## src/rtl/change_dispenser_ctrl.sv

```systemverilog
// Change payout sequencer: pays an amount greedily from five coin hoppers,
// one solenoid pulse per coin, skipping empty hoppers, with abort support.
module change_dispenser_ctrl #(
  parameter int AMT_W        = 10,
  parameter int PULSE_CYCLES = 4,
  parameter int GAP_CYCLES   = 2
) (
  input  logic             clk,
  input  logic             rst_n,
  input  logic             start,
  input  logic [AMT_W-1:0] amount,
  input  logic             abort,
  input  logic [4:0]       hopper_empty,
  output logic [4:0]       eject,
  output logic             busy,
  output logic             done,
  output logic             err,
  output logic [AMT_W-1:0] remaining
);

  typedef enum logic [2:0] {
    IDLE   = 3'd0,
    SELECT = 3'd1,
    PULSE  = 3'd2,
    GAP    = 3'd3,
    DONE   = 3'd4
  } state_t;

  localparam int MAX_CNT = (PULSE_CYCLES > GAP_CYCLES) ? PULSE_CYCLES : GAP_CYCLES;
  localparam int CNT_W   = (MAX_CNT > 1) ? $clog2(MAX_CNT) : 1;
  localparam logic [CNT_W-1:0] PULSE_LAST = CNT_W'(PULSE_CYCLES - 1);
  localparam logic [CNT_W-1:0] GAP_LAST   = CNT_W'(GAP_CYCLES - 1);

  function automatic logic [AMT_W-1:0] denom(input logic [2:0] idx);
    case (idx)
      3'd4:    return AMT_W'(100);
      3'd3:    return AMT_W'(50);
      3'd2:    return AMT_W'(25);
      3'd1:    return AMT_W'(10);
      default: return AMT_W'(5);
    endcase
  endfunction

  state_t           state_q, state_d;
  logic [CNT_W-1:0] cnt_q, cnt_d;
  logic [2:0]       coin_q, coin_d;
  logic [4:0]       eject_q, eject_d;
  logic             busy_q, busy_d;
  logic             done_q, done_d;
  logic             err_q, err_d;
  logic [AMT_W-1:0] remaining_q, remaining_d;

  logic [4:0] fit;
  logic       found;
  logic [2:0] pick_idx;

  // A hopper is a candidate when it has coins and its value still fits.
  genvar gi;
  generate
    for (gi = 0; gi < 5; gi++) begin : g_fit
      assign fit[gi] = !hopper_empty[gi] && (denom(3'(gi)) <= remaining_q);
    end
  endgenerate

  // Ascending scan so the highest fitting denomination wins.
  always_comb begin
    found    = 1'b0;
    pick_idx = 3'd0;
    for (int i = 0; i < 5; i++) begin
      if (fit[i]) begin
        found    = 1'b1;
        pick_idx = 3'(i);
      end
    end
  end

  always_comb begin
    state_d     = state_q;
    cnt_d       = cnt_q;
    coin_d      = coin_q;
    eject_d     = eject_q;
    busy_d      = busy_q;
    done_d      = 1'b0;
    err_d       = err_q;
    remaining_d = remaining_q;

    case (state_q)
      IDLE: begin
        eject_d = 5'b00000;
        if (start) begin
          remaining_d = amount;
          err_d       = 1'b0;
          busy_d      = 1'b1;
          state_d     = SELECT;
        end
      end

      SELECT: begin
        if (abort) begin
          err_d   = 1'b1;
          done_d  = 1'b1;
          state_d = DONE;
        end else if (found) begin
          coin_d  = pick_idx;
          eject_d = 5'b00001 << pick_idx;
          cnt_d   = '0;
          state_d = PULSE;
        end else begin
          err_d   = (remaining_q != '0);
          done_d  = 1'b1;
          state_d = DONE;
        end
      end

      PULSE: begin
        if (abort) begin
          // Interrupted coin is not counted as paid.
          eject_d = 5'b00000;
          err_d   = 1'b1;
          done_d  = 1'b1;
          state_d = DONE;
        end else if (cnt_q == PULSE_LAST) begin
          eject_d     = 5'b00000;
          remaining_d = remaining_q - denom(coin_q);
          cnt_d       = '0;
          state_d     = GAP;
        end else begin
          cnt_d = cnt_q + 1'b1;
        end
      end

      GAP: begin
        if (abort) begin
          err_d   = 1'b1;
          done_d  = 1'b1;
          state_d = DONE;
        end else if (cnt_q == GAP_LAST) begin
          cnt_d   = '0;
          state_d = SELECT;
        end else begin
          cnt_d = cnt_q + 1'b1;
        end
      end

      DONE: begin
        busy_d  = 1'b0;
        state_d = IDLE;
      end

      default: begin
        eject_d = 5'b00000;
        busy_d  = 1'b0;
        cnt_d   = '0;
        state_d = IDLE;
      end
    endcase
  end

  always_ff @(posedge clk or negedge rst_n) begin
    if (!rst_n) begin
      state_q     <= IDLE;
      cnt_q       <= '0;
      coin_q      <= 3'd0;
      eject_q     <= 5'b00000;
      busy_q      <= 1'b0;
      done_q      <= 1'b0;
      err_q       <= 1'b0;
      remaining_q <= '0;
    end else begin
      state_q     <= state_d;
      cnt_q       <= cnt_d;
      coin_q      <= coin_d;
      eject_q     <= eject_d;
      busy_q      <= busy_d;
      done_q      <= done_d;
      err_q       <= err_d;
      remaining_q <= remaining_d;
    end
  end

  assign eject     = eject_q;
  assign busy      = busy_q;
  assign done      = done_q;
  assign err       = err_q;
  assign remaining = remaining_q;

endmodule

```

## config.mk

```make
export PLATFORM = sky130hd
export DESIGN_NAME = change_dispenser_ctrl
export DESIGN_NICKNAME = d
export VERILOG_FILES = /design/src/rtl/change_dispenser_ctrl.sv
export SDC_FILE = /design/constraint.sdc
export NUM_CORES = 1
export LEC_CHECK = 0
export ABC_AREA = 0
export ABC_CLOCK_PERIOD_IN_PS = 2550
export CAP_MARGIN = 0
export CORE_MARGIN = 1.5
export CORE_UTILIZATION = 30
export DETAILED_ROUTE_END_ITERATION = 10
export GPL_ROUTABILITY_DRIVEN = 0
export SYNTH_ARGS = -nofsm -noshare
export SYNTH_HDL_FRONTEND = slang
export SYNTH_SLANG_ARGS = --single-unit
```

## constraint.sdc

```tcl
create_clock -name clk -period 2.55 [get_ports clk]
set_clock_uncertainty 0.05 [all_clocks]
set_input_delay 0.3825 -clock clk [delete_from_list [all_inputs] [get_ports clk]]
set_output_delay 0.3825 -clock clk [all_outputs]
set_load 0.005 [all_outputs]
```

Yosys cells after proc, flatten, opt, wreduce, memory -nomap -nowiden
Index checks and enable logic that the tools add are counted.
{"block": "word_totals", "reg_bits": 26, "inputBits": 19, "out_inout_bits": 18, "wordCells": 113}
{"block": "classes", "add_sub_neg": 2, "order_cmp": 5, "eq_ne": 20, "shifts": 1, "n_mux": 48, "bitwise": 4, "n_reduce_logical": 25}
{"cell": "2-to-1 mux 10 bit", "count": 6}
{"cell": "2-to-1 mux 3 bit", "count": 10}
{"cell": "one-hot mux 7 bit (4 select lines)", "count": 1}
{"cell": "2-to-1 mux 5 bit", "count": 4}
{"cell": "one-hot mux 10 bit (2 select lines)", "count": 1}
{"cell": "one-hot mux 5 bit (3 select lines)", "count": 1}
{"cell": "2-to-1 mux 1 bit", "count": 14}
{"cell": "== test 3 x 2 -> 1 bit, second input constant", "count": 4}
{"cell": "2-to-1 mux 2 bit", "count": 6}
{"cell": "!= test 2 bit, second input constant", "count": 6}
{"cell": "one-hot mux 3 bit (4 select lines)", "count": 1}
{"cell": "AND reduction 4 bit", "count": 3}
{"cell": "less-or-equal comparator 3 x 10 -> 1 bit, first input constant", "count": 1}
{"cell": "less-or-equal comparator 4 x 10 -> 1 bit, first input constant", "count": 1}
{"cell": "less-or-equal comparator 5 x 10 -> 1 bit, first input constant", "count": 1}
{"cell": "less-or-equal comparator 6 x 10 -> 1 bit, first input constant", "count": 1}
{"cell": "less-or-equal comparator 7 x 10 -> 1 bit, first input constant", "count": 1}
{"cell": "nonzero test 10 bit", "count": 1}
{"cell": "subtractor 10 bit", "count": 1}
{"cell": "!= test 3 bit, second input constant", "count": 3}
{"cell": "one-hot mux 2 bit (4 select lines)", "count": 1}
{"cell": "== test 3 x 1 -> 1 bit, second input constant", "count": 2}
{"cell": "== test 3 bit, second input constant", "count": 2}
{"cell": "AND reduction 3 bit", "count": 2}
{"cell": "17 further kinds", "count": 31}

Logic depth before layout (Yosys ltp)
{"block": "depth", "word_depth": 10, "depth_mapped": 11, "depth_no_buf": 11}

Worst setup path after synthesis
Ideal clock, no wire load.
{"block": "synth_path", "kind": "register to register", "start": "reg coin_q[2]", "end": "reg remaining_q[6], in the netlist remaining[6]", "setup_time_ps": 138, "arrival_ps": 2081, "t_required_ps": 2362, "setup_slack_ps": 281, "path_stages_with_launch": 12, "path_buffers": 0, "period_less_slack_ps": 2269, "path_cell_list": "dfrtp_1 -> nand2b_1 -> inv_1 -> nor2_1 -> ha_1 -> fa_1 -> nor2b_1 -> o21a_1 -> o21ai_0 -> a21oi_1 -> mux2i_1 -> o211ai_1"}
{"block": "synth_via", "elab_chain_cells": 9, "word_cells_on_any_way": 12, "cone_classes": "add/sub: 1; eq/ne: 4; mux: 7"}
{"element": "from (decl)", "line_no": "46", "text": "logic [2:0] coin_q, coin_d;"}
{"element": "from (signal assigned)", "line_no": "172", "text": "coin_q <= coin_d;"}
{"element": "== test 3 x 1 -> 1 bit (tied with other cells)", "line_no": "35", "text": "case (idx)"}
{"element": "one-hot mux 7 bit (4 select lines) *", "line_no": "35"}
{"element": "2-to-1 mux 10 bit *", "line_no": "122", "text": "end else if (cnt_q == PULSE_LAST) begin"}
{"element": "2-to-1 mux 10 bit *", "line_no": "116", "text": "if (abort) begin"}
{"element": "2-to-1 mux 10 bit *", "line_no": "87", "text": "case (state_q)"}
{"element": "subtractor 10 bit *", "line_no": "124", "text": "remaining_d = remaining_q - denom(coin_q);"}
{"element": "2-to-1 mux 10 bit *", "line_no": "122"}
{"element": "2-to-1 mux 10 bit *", "line_no": "116"}
{"element": "one-hot mux 10 bit (2 select lines) *", "line_no": "87"}
{"element": "to (signal assigned)", "line_no": "177", "text": "remaining_q <= remaining_d;"}
{"element": "to (decl)", "line_no": "51", "text": "logic [AMT_W-1:0] remaining_q, remaining_d;"}
Every way passes the cells marked *; elsewhere a longest branch is shown, timed or not. The select of a mux whose other input is x is not followed.
A chain may end at the register's enable or synchronous reset.

Worst setup path after layout
Same ends and word-level chain as after synthesis.

==> run summary <==
Worst-path clk slew: 0.09 ns
Adder-cell share of the synthesized area: 0.0793
Syn-to-layout area delta: 29.5%
Syn_nets: 244
Largest stage delay on the critical path: 0.42 ns
CTS hold repair buffers: 0
Layout Cells excl Fill: 330
CP Class: reg -> reg
Total GRT Usage: 0.161
Vias: 1732
Synth area leaders: dfrtp_1, ha_1, nor2_1
Die area: 0.00657 mm²
Largest net degree at the start of global routing: 27
Clock root buffer: clkbuf_8
Synthesized instance count: 214
Max Fclk: 426 MHz
Antenna Violating Nets Remaining: 0
Dpl cells: 325
Synth Area in Compound Gates: 0.276
Top Ports: 37
Htree depth: 1
Reg-to-Reg Start: coin_q[2]
HP Class: in -> async
Initial DRT Pass Iterations: 4
Status: completed
Final hold violation count: 0
Row count: 28
First-pass GRT wire length: 8.23 mm
Post-synthesis simple-gate area fraction: 0.213
Total Power: 0.00296 W
Leak pwr: 0.965 nW
Iter 0 DRT Violations: 109
Period minus WS final: 2.35 ns
Reg2reg path depth: 11
#FFs+latches synth: 26
Synth top area share: 0.356
Slowest CP cell: dfrtp_1
Post-detail-place hpwl: 3.69 mm
Ant. Diodes: 0
CP Launch Type: register
Finish-stage setup viols: 0
WL final: 4.90 mm
Synth async-reset ratio: 1.00
Beginning of the critical path: coin_q[2]
Clk_lat worst skew: 0.27 ns
Worst vdd ir: 0.433 mV
Arrival @ worst endpoint: 2.45 ns
Ys flop type: dfrtp_1
Max FO, Critical Path: 5
Largest family of logic cells by synthesized area: compound AO/OA/AOI/OAI gates
Initial antenna violation count: 0
Post-synth top area cell: dfrtp_1
CP cell instances: nand2b_1 > inv_2 > nor2_1 > ha_2 > fa_2 > nor2b_2 > o21a_1 > o21ai_1 > a21oi_1 > mux2i_1 > o211ai_1
XOR/XNOR share of the synthesized area: 0.0144
Max Root-Sink Buffers: 2
CP Capture Type: register
Sequential share of the synthesized area: 0.356
Multiplexer share of the synthesized area: 0.0109
Die X: 81.1 µm
RSZ-0062 raised after global routing: false
Fillers: 606
Share of layout cells above drive strength 1: 0.110
Port bufs: 36
Slew @ Worst Pin: 0.643 ns
TritonCTS clock tree: done
Post-synth EDFFs: 0
Starting Density: 0.309
Fin. max-slew vios: 0
FF-to-FF setup slack: 0.20 ns
Fin Setup TNS: 0 ns
Fin util: 0.400
CTS Buf Count: 3
Synth unique cells: 48
GR Overflow Total: 0
Period utilisation layout: 0.921
Vias in the first global route: 1683
Pwr per Cell Area: 1250 mW/mm²
Synth Area per Inst: 8.55 µm²
Clk sink count: 26
Max Cap Violations: 0
Worst hold margin: 0.434 ns
Wire per inst: 14.9 µm
Synth Warn #: 0
Remaining DRCs: 0
Nets: 286
Max_slew headroom: 0.569
Commonest cells post-synth: dfrtp_1, nor2_1, nand2_1, o21ai_0
Required @ worst endpoint: 2.66 ns
Mapped Area: 0.00183 mm²
Die Span Y: 81.1 µm
Vias/cell: 5.25
Core ar.: 0.00592 mm²
-- cells in the final DEF, fill, tap and decap left out, types with 5 or more instances in the layout --
master / synthesis / layout
nor3_1: 12 / 12
ha_1: 10 / 9
nor2_1: 26 / 26
a211oi_1: 5 / 5
o21ai_0: 17 / 16
a21oi_1: 14 / 14
nand2_1: 17 / 17
clkdlybuf4s50_1: 0 / 36
dfrtp_1: 26 / 25
buf_4: 0 / 8
inv_1: 14 / 13
a31oi_1: 5 / 5
-- logic make-up (layout without fill, tap and decap cells) --
logic type / count (synthesis) / after routing
AO/OA/AOI/OAI: 73 / 73
buffers and inverters: 21 / 62
AND/OR/NAND/NOR: 78 / 78
multiplexers: 2 / 2
adder cells (fa/ha/maj): 11 / 11
flip-flops: 26 / 26
XOR/XNOR: 3 / 3
-- flip-flops by register name (all words and copies together) (netlist names) --
| signal | cells |
|---|---|
| state_q | 3 |
| busy | 1 |
| err | 1 |
| eject | 5 |
| remaining | 10 |
| done | 1 |
| coin_q | 3 |
| cnt_q | 2 |
-- worst max-delay path: cells and delay by family (launching register included) --
| kind | cells | cell delay (ns) |
|---|---|---|
| AOI/OAI and AO/OA | 4 | 0.53 |
| muxes | 1 | 0.20 |
| DFF | 1 | 0.42 |
| and+or+nand+nor | 3 | 0.39 |
| adders and majority gates | 2 | 0.55 |
| buffers and inverters | 1 | 0.10 |
-- power breakdown --
group          internal [W]  total, W  switching (W)
clock              0.000138  0.000272       0.000134
sequential         0.000590  0.000892       0.000302
combinational      0.000882   0.00179       0.000912
-- per-stage QoR --
stage               instance area, µm²  setup slack (ns)
floorplan                         1830             0.281
global placement                  2290             0.171
detailed placement                2290            0.0353
CTS                               2350            0.0233
global route                      2370           0.00930
finish                            2370             0.201
-- metal layers --
metal	track usage	share of wire	vias up
met5	0	0	-
met4	0.0483	0.012	0
met3	0.0247	0.054	6
met2	0.254	0.45	60
met1	0.226	0.48	798
li1	-	-	868
-- final timing paths --
kind | to
worst max-delay path | remaining[6]
worst min-delay path | eject[2]
worst max register to register | remaining[6]
worst min register to register | eject[1]
max in group asynchronous | coin_q[1]
min in group clk | eject[1]
-- what timing repair did --
| action | in CTS | in global routing |
|---|---|---|
| endpoints found under the setup margin | 0 | 4 |
| gates resized for setup | 0 | 7 |
| setup buffers | 0 | 1 |
-- layout make-up --
| type | count | area [µm²] | share of cell area |
|---|---|---|---|
| Clock buffer | 4 | 55.1 | 0.0232 |
| Tap cell | 75 | 93.8 | 0.0396 |
| Sequential cell | 26 | 652 | 0.275 |
| Inverter | 14 | 52.6 | 0.0222 |
| Multi-Input combinational cell | 167 | 1090 | 0.462 |
| Timing Repair Buffer | 44 | 420 | 0.177 |
Power figures use the tool's default switching activity.
